===== config.mk =====
export PLATFORM = sky130hd
export DESIGN_NAME = debug_controller
export DESIGN_NICKNAME = d
export VERILOG_FILES = /design/src/rtl/debug_controller.sv
export SDC_FILE = /design/constraint.sdc
export NUM_CORES = 1
export LEC_CHECK = 0
export ABC_AREA = 0
export ABC_CLOCK_PERIOD_IN_PS = 3400
export BUFFER_PORTS_ARGS = -buffer_cell sky130_fd_sc_hd__buf_4
export CORE_AREA = 2 2 135 137
export DETAILED_ROUTE_END_ITERATION = 10
export DIE_AREA = 0 0 137 139
export PLACE_DENSITY = 0.59
export SLEW_MARGIN = 20
export SYNTH_ARGS = -nofsm -noshare
export SYNTH_HDL_FRONTEND = slang
export SYNTH_SLANG_ARGS = --single-unit

===== constraint.sdc =====
create_clock -name clk -period 3.4 [get_ports clk]
set_input_delay 0.34 -clock clk [delete_from_list [all_inputs] [get_ports clk]]
set_output_delay 0.34 -clock clk [all_outputs]
set_load 0.1 [all_outputs]

===== src/rtl/debug_controller.sv =====
// Debug controller: loads instruction words from a UART byte stream, runs or
// single-steps the pipeline, and dumps the cycle counter plus the register file
// as a 132-byte frame back over the UART transmitter.
module debug_controller #(
  parameter int NB_DATA = 32,
  parameter int NB_ADDR = 5
) (
  input  logic               clk,
  input  logic               i_rst,
  input  logic [7:0]         i_rx_data,
  input  logic               i_rx_valid,
  input  logic               i_tx_done,
  input  logic               i_end_program,
  input  logic [NB_DATA-1:0] i_dbg_reg_data,
  output logic [7:0]         o_tx_data,
  output logic               o_tx_start,
  output logic               o_we_IF,
  output logic [NB_DATA-1:0] o_instruction_data,
  output logic               o_halt,
  output logic [NB_ADDR-1:0] o_dbg_reg_addr,
  output logic [2:0]         o_state
);

  typedef enum logic [2:0] {
    ST_IDLE      = 3'd0,
    ST_LOAD      = 3'd1,
    ST_RUN       = 3'd2,
    ST_STEP      = 3'd3,
    ST_DUMP_REQ  = 3'd4,
    ST_DUMP_WAIT = 3'd5
  } state_t;

  localparam logic [7:0]         CMD_LOAD  = 8'h4C;
  localparam logic [7:0]         CMD_RUN   = 8'h43;
  localparam logic [7:0]         CMD_STEP  = 8'h53;
  localparam logic [7:0]         CMD_DUMP  = 8'h44;
  localparam logic [7:0]         LAST_BYTE = 8'd131;
  localparam logic [NB_DATA-1:0] CNT_ONE   = {{(NB_DATA-1){1'b0}}, 1'b1};

  state_t               state_q, state_d;
  logic [1:0]           byte_cnt_q, byte_cnt_d;
  logic [NB_DATA-1:0]   word_q, word_d;
  logic [NB_DATA-1:0]   word_asm;
  logic                 we_q, we_d;
  logic [NB_DATA-1:0]   instr_q, instr_d;
  logic                 tx_start_q, tx_start_d;
  logic [7:0]           tx_data_q, tx_data_d;
  logic [7:0]           idx_q, idx_d;
  logic [NB_DATA-1:0]   cnt_q, cnt_d;
  logic                 halt;
  logic [7:0]           reg_sel;
  logic [7:0]           cur_byte;

  // Byte 'sel' of a word, least-significant byte is sel=0.
  function automatic logic [7:0] pick_byte(input logic [NB_DATA-1:0] w,
                                           input logic [1:0] sel);
    logic [NB_DATA-1:0] s;
    s = w >> {sel, 3'b000};
    return s[7:0];
  endfunction

  // FSM state register
  always_ff @(posedge clk) begin
    if (i_rst) state_q <= ST_IDLE;
    else       state_q <= state_d;
  end

  // FSM next-state logic
  always_comb begin
    state_d = state_q;
    case (state_q)
      ST_IDLE: begin
        if (i_rx_valid) begin
          case (i_rx_data)
            CMD_LOAD: state_d = ST_LOAD;
            CMD_RUN:  state_d = ST_RUN;
            CMD_STEP: state_d = ST_STEP;
            CMD_DUMP: state_d = ST_DUMP_REQ;
            default:  state_d = ST_IDLE;
          endcase
        end
      end
      // Only the HALT word ends a load session.
      ST_LOAD:      if (i_rx_valid && byte_cnt_q == 2'd3 && word_asm == '1) state_d = ST_IDLE;
      ST_RUN:       if (i_end_program) state_d = ST_DUMP_REQ;
      ST_STEP:      state_d = ST_DUMP_REQ;
      ST_DUMP_REQ:  state_d = ST_DUMP_WAIT;
      ST_DUMP_WAIT: if (i_tx_done) state_d = (idx_q == LAST_BYTE) ? ST_IDLE : ST_DUMP_REQ;
      default:      state_d = ST_IDLE;
    endcase
  end

  // FSM outputs: freeze control and register-select for the dump
  always_comb begin
    halt    = !(state_q == ST_RUN || state_q == ST_STEP);
    reg_sel = (idx_q - 8'd4) >> 2;
    o_halt  = halt;
    o_state = state_q;
    o_dbg_reg_addr = (idx_q < 8'd4) ? '0 : reg_sel[NB_ADDR-1:0];
  end

  // Datapath next values: word assembly, cycle counter, dump byte sequencing
  always_comb begin
    word_asm = word_q;
    word_asm[{byte_cnt_q, 3'b000} +: 8] = i_rx_data;
    cur_byte = (idx_q < 8'd4) ? pick_byte(cnt_q, idx_q[1:0])
                              : pick_byte(i_dbg_reg_data, idx_q[1:0]);
    byte_cnt_d = byte_cnt_q;
    word_d     = word_q;
    we_d       = 1'b0;
    instr_d    = instr_q;
    tx_start_d = 1'b0;
    tx_data_d  = tx_data_q;
    idx_d      = idx_q;
    cnt_d      = cnt_q;
    if (!halt && cnt_q != '1) cnt_d = cnt_q + CNT_ONE;
    case (state_q)
      ST_IDLE: begin
        if (i_rx_valid && i_rx_data == CMD_LOAD) begin
          cnt_d      = '0;
          byte_cnt_d = 2'd0;
        end
      end
      ST_LOAD: begin
        if (i_rx_valid) begin
          word_d     = word_asm;
          byte_cnt_d = byte_cnt_q + 2'd1;
          if (byte_cnt_q == 2'd3) begin
            we_d    = 1'b1;
            instr_d = word_asm;
          end
        end
      end
      ST_DUMP_REQ: begin
        tx_start_d = 1'b1;
        tx_data_d  = cur_byte;
      end
      ST_DUMP_WAIT: begin
        if (i_tx_done) idx_d = (idx_q == LAST_BYTE) ? 8'd0 : idx_q + 8'd1;
      end
      default: ;
    endcase
  end

  // Datapath registers; reset also drops any partial word or partial frame
  always_ff @(posedge clk) begin
    if (i_rst) begin
      byte_cnt_q <= 2'd0;
      word_q     <= '0;
      we_q       <= 1'b0;
      instr_q    <= '0;
      tx_start_q <= 1'b0;
      tx_data_q  <= 8'd0;
      idx_q      <= 8'd0;
      cnt_q      <= '0;
    end else begin
      byte_cnt_q <= byte_cnt_d;
      word_q     <= word_d;
      we_q       <= we_d;
      instr_q    <= instr_d;
      tx_start_q <= tx_start_d;
      tx_data_q  <= tx_data_d;
      idx_q      <= idx_d;
      cnt_q      <= cnt_d;
    end
  end

  assign o_we_IF            = we_q;
  assign o_instruction_data = instr_q;
  assign o_tx_start         = tx_start_q;
  assign o_tx_data          = tx_data_q;

endmodule


### Yosys cells after proc, flatten, opt, wreduce, memory -nomap -nowiden

Cells that the tools add are included.

* register bits: 119
* input port bits: 45
* output and inout bits: 51
* word-level logic and storage cells: 73

* $add $sub $neg: 5
* magnitude comparators: 1
* equality and inequality tests: 19
* shift operators: 4
* multiplexer cells: 19
* bitwise gates (word level): 2
* reduce and logical (&&, ||, !) cells: 14

Operator list (number)
* 2-to-1 mux 32 bit: 3
* >> shifter 32 x 5 -> 8 bit: 2
* adder 32 x 1 -> 32 bit (second input constant): 1
* bitwise mux 32 bit: 1
* == test 32 bit (second input constant): 1
* == test 8 x 7 -> 1 bit (second input constant): 4
* inequality test 32 bit (second input constant): 1
* variable shift 8 x 7 -> 32 bit (first input constant): 1
* variable part select 8 x 7 -> 32 bit: 1
* case mux 3 bit (6 select lines): 1
* 2-to-1 mux 8 bit: 2
* 2-to-1 mux 3 bit: 5
* inequality test 2 bit (second input constant): 6
* case mux 3 bit (4 select lines): 1
* adder 8 x 1 -> 8 bit (second input constant): 1
* == test 8 bit (second input constant): 1
* less-than comparator 8 x 3 -> 1 bit (second input constant): 1
* negation 5 -> 7 bit: 1
* subtractor 7 x 3 -> 7 bit (second input constant): 1
* == test 3 x 2 -> 1 bit (second input constant): 2
* == test 3 bit (second input constant): 2
* AND reduction 3 bit: 2
* 2-to-1 mux 5 bit: 1
* logical AND 1 bit: 4
* 14 further kinds: 18

### Longest topological paths before layout

* depth after elaboration: 7
* mapped depth: 11
* gate-level depth less buffers: 8

### Least setup slack after synthesis

No wires, ideal clock.

* path kind: register to register
* start: reg state_q[2], in the netlist o_state[2]
* end: reg cnt_q[8]
* data arrival time: 3.041 ns
* setup slack: 0.231 ns
* stages on the path, launching flop included: 9
* buffers on the path: 2
* cell sequence: dfxtp_1 > clkbuf_1 > nor2_2 > inv_1 > clkbuf_1 > nor2_1 > o2111ai_1 > xor2_1 > nor2_1

* cells in the longest elaborated chain, start to end: 6

Ends and longest elaborated chain
* start, declared: RTL line 40 `state_t state_q, state_d;`
* start signal, assigned: RTL line 65 `else state_q <= state_d;`
* == test 3 x 2 -> 1 bit: RTL line 95 `halt = !(state_q == ST_RUN || state_q == ST_STEP);`
* logical OR 1 bit: RTL line 95
* logical AND 1 bit: RTL line 116 `if (!halt && cnt_q != '1) cnt_d = cnt_q + CNT_ONE;`
* 2-to-1 mux 32 bit: RTL line 116
* 2-to-1 mux 32 bit: RTL line 119 `if (i_rx_valid && i_rx_data == CMD_LOAD) begin`
* 2-to-1 mux 32 bit (*): RTL line 117 `case (state_q)`
* end signal, assigned: RTL line 164 `cnt_q <= cnt_d;`
* end, declared: RTL line 49 `logic [NB_DATA-1:0] cnt_q, cnt_d;`

Every way passes the cells marked *; elsewhere a longest branch is shown, timed or not.
A chain may end at the register's enable or synchronous reset.

### Worst setup path in the final report

* start: reg byte_cnt_q[0]
* end: reg state_q[1], in the netlist o_state[1]

* cells in the longest elaborated chain, start to end: 7

Ends and longest elaborated chain
* start, declared: RTL line 41 `logic [1:0] byte_cnt_q, byte_cnt_d;`
* start signal, assigned: RTL line 157 `byte_cnt_q <= byte_cnt_d;`
* negation 5 -> 7 bit: RTL line 105 `word_asm[{byte_cnt_q, 3'b000} +: 8] = i_rx_data;`
* variable part select 8 x 7 -> 32 bit or variable shift 8 x 7 -> 32 bit (tied branches): RTL line 105
* bitwise mux 32 bit: RTL line 105
* == test 32 bit: RTL line 84 `ST_LOAD: if (i_rx_valid && byte_cnt_q == 2'd3 && word_asm == '1) state_d = ST_IDLE;`
* logical AND 1 bit (*): RTL line 84
* inequality test 2 bit (no line) (*)
* AND reduction 4 bit (no line) (*)

Marks and branches as above.

==> metrics.txt <==
run status=completed; Sw Ratio=0.230; CP startpoint kind=flip-flop; Yosys reg bits=119; Final Util=0.426; Setup Fix Bufs, Post-CTS=0; Synth Flop Type=dfxtp_1; synth top area cells=dfxtp_1 (39%), a211oi_1 (7.1%), nor2_1 (7.0%); worst hold slack=0.315 ns; final hold violations=0; gr usage total=0.184; number of synthesized flops with an enable pin=0; Mapped Area=6030 um2; Residual DRC=0; Int Power=0.00252 W; Pre-Repair DR Iteration Count=5; Num CTS Buffers=17; synth warn=0; P per Cell Area=436 nW/um2; combinational share of power=0.036; post-DP HPWL=12300 um; nets@finish=829; vias in the first global route=5203; GPL Wtd Cong=0.892; Die Footprint=19000 um2; Async S/R FF share, synth=0; Reg area=2380 um2; Seq/Total Area, Yosys=0.395; post-synth cell types=57; slowest CP cell=dfxtp_1; crit path capture type=flip-flop; DP Cell Count=984; Tmin final=3.09 ns; clk_lat worst skew=0.42 ns; final worst path period share=0.910; cell row count=49; Mean Syn Cell Area=8.66 um2; via count=5406; VDD IR max=0.428 mV; Clk pwr share=0.538; cell chain of the critical path=inv_1 -> ha_1 -> nor3b_1 -> buf_4 -> a21oi_1 -> nor4_1 -> nand4_1 -> o31ai_1 -> mux2i_1; Worst slew margin=0.441; H-tree depth=4; wire per inst=16.7 um; first-pass GRT wire length=27800 um; post-synth top area share=0.395; CTS root buf=clkbuf_16; chip height=139 um; multi-input logic area=3400 um2; non-filler cells, final=1016; largest stage delay on the critical path=0.53 ns; Worst EP required=3.74 ns; largest net degree at the start of global routing=42; DIE WIDTH=137 um; ratio of cells with drive above 1 in the final layout=0.219; clock tree buffer depth=2; WHS Path Cells=4; Mapped Cells=697; dominant cell type by area after synthesis=dfxtp_1; worst slew pin tran=0.834 ns; crit path DAT=3.44 ns; TNS Setup=0 ns; RSZ-0062 raised after global routing=no; Hold Crit Class=in2reg; post-CTS resize count=0; final setup fails=0; achievable clock frequency=323 MHz; drt total wl=17000 um; initial DRC count=404; Reg clk slew, reported paths=0.06 ns; sequential power share=0.426; port bufs=95; WS Path Type=reg2reg; total net switching power=0.000754 W; Post-DRT Antenna Nets=0; syn nets=752; GR Overflow Total=0; Final Slew Violations=0; reg2reg path depth=9; Worst Skew=0.0115 ns; via/cell ratio=5.32; Layout area overhead=24.6%; Fill cells=1776; Initial Util=0.342; CTS tree=yes; max-cap violations=0; clk sinks=119; # IOs=96; P_leak=2.69 nW; hold_buf cts=0; diode count=0; antenna violations before repair=0; core area=17700 um2; CP Max Fanout=12
==> per-stage QoR <==
stage / worst slack (ns) / total power [W] / cell area (um2)
detailed placement: 0.402 / 0.00154 / 6940
finish: 0.305 / 0.00328 / 7520
CTS: 0.384 / 0.00331 / 7520
floorplan: 0.231 / 0.00148 / 6030
global route: 0.141 / 0.00338 / 7520
global placement: 0.476 / 0.00154 / 6940
==> cells in the mapped netlist (2+ instances only) <==
master / n
nor4b_1: 2
or2_2: 2
a2111oi_0: 3
nand4_1: 7
and2_1: 4
a211oi_1: 57
a41oi_1: 5
and4_1: 4
and3_1: 11
or3_1: 6
a21o_1: 3
nor4_1: 10
a22oi_1: 3
a32oi_1: 10
o31ai_1: 2
nand3_1: 23
clkbuf_1: 34
o21ai_0: 19
nor2b_1: 34
a31o_2: 2
nand2b_1: 2
buf_2: 6
xor2_1: 12
ha_1: 10
o211ai_1: 3
or4_1: 3
dfxtp_1: 119
mux4_2: 16
nor2_1: 113
nor3_1: 10
nand2_1: 33
nor3b_1: 2
a31oi_1: 6
o2111ai_1: 3
or3b_2: 2
nor4bb_1: 2
mux2i_1: 10
a21oi_1: 48
and3b_1: 3
xnor2_1: 17
inv_1: 13
buf_1: 8
==> power groups by stage <==
stage	registers, W	clock network [W]	logic, W
floorplan	0.00143	0	0.0000502
global route	0.00140	0.00186	0.000125
detailed placement	0.00143	0	0.000116
finish	0.00140	0.00176	0.000117
CTS	0.00140	0.00180	0.000116
global placement	0.00143	0	0.000117
==> state kept, by name (all words and copies together), names as in the netlist <==
name	flops
cnt_q	32
o_tx_data	8
o_state	3
o_we_IF	1
idx_q	8
byte_cnt_q	2
word_q	32
o_instruction_data	32
o_tx_start	1
==> critical path, delay by kind of cell (launching register included) <==
family / cells / cell delay [ns]
muxes: 1 / 0.24
and+or+nand+nor: 3 / 0.81
buffers and inverters: 2 / 0.37
DFF: 1 / 0.53
AOI/OAI and AO/OA: 2 / 0.60
adders and majority gates: 1 / 0.47
==> worst paths after layout <==
check | from | to | slack, ns
max | byte_cnt_q[0]$_SDFFE_PP0P_ | o_state[1]$_SDFFE_PP0P_ | 0.31
min | i_tx_done | o_state[2]$_SDFFE_PP0P_ | 0.32
max reg2reg | byte_cnt_q[0]$_SDFFE_PP0P_ | o_state[1]$_SDFFE_PP0P_ | 0.31
min reg2reg | o_tx_data[1]$_SDFFE_PP0P_ | o_tx_data[1]$_SDFFE_PP0P_ | 0.46
==> cells in the final DEF, fill, tap and decap left out, types with 4 or more instances in the layout <==
cell          n
dfxtp_1     119
nor2_1      113
buf_4       109
a211oi_1     57
a21oi_1      48
nor2b_1      34
nand2_1      33
nand3_1      23
o21ai_0      19
xnor2_1      17
clkbuf_16    17
mux4_2       16
inv_1        13
xor2_1       12
a32oi_1      10
nor4_1       10
mux2i_1      10
and3_1       10
ha_1         10
nor3_1        9
nand4_1       7
a31oi_1       6
or3_1         6
a41oi_1       5
clkinvlp_4    5
and4_1        4
clkinv_2      4
==> per-layer routing <==
metal  vias to the layer above  GRT usage  routed length [um]
met5                         -          0                   0
met4                         0     0.0553                 242
met3                        20     0.0486                1010
met2                       147      0.294                8060
met1                      2529      0.242                7680
li1                       2710          -                   -
==> cells by family (layout without fill, tap and decap cells) <==
group / Yosys count / after routing / share of synthesized area
buffers and inverters: 64 / 154 / 0.0431
AOI/OAI and AO/OA: 169 / 169 / 0.187
adders and majority gates: 10 / 10 / 0.0207
muxes: 27 / 27 / 0.0782
xor gates and xnor gates: 29 / 29 / 0.0421
DFF: 119 / 119 / 0.395
and+or+nand+nor: 279 / 279 / 0.234
==> layout make-up <==
type	instances	area share
Multi-Input combinational cell	514	0.453
Sequential cell	119	0.317
Timing Repair Buffer	109	0.109
Clock buffer	17	0.0566
Tap cell	229	0.0381
Clock inverter	15	0.0203
Inverter	13	0.00649
(Power assumes the default switching activity.)
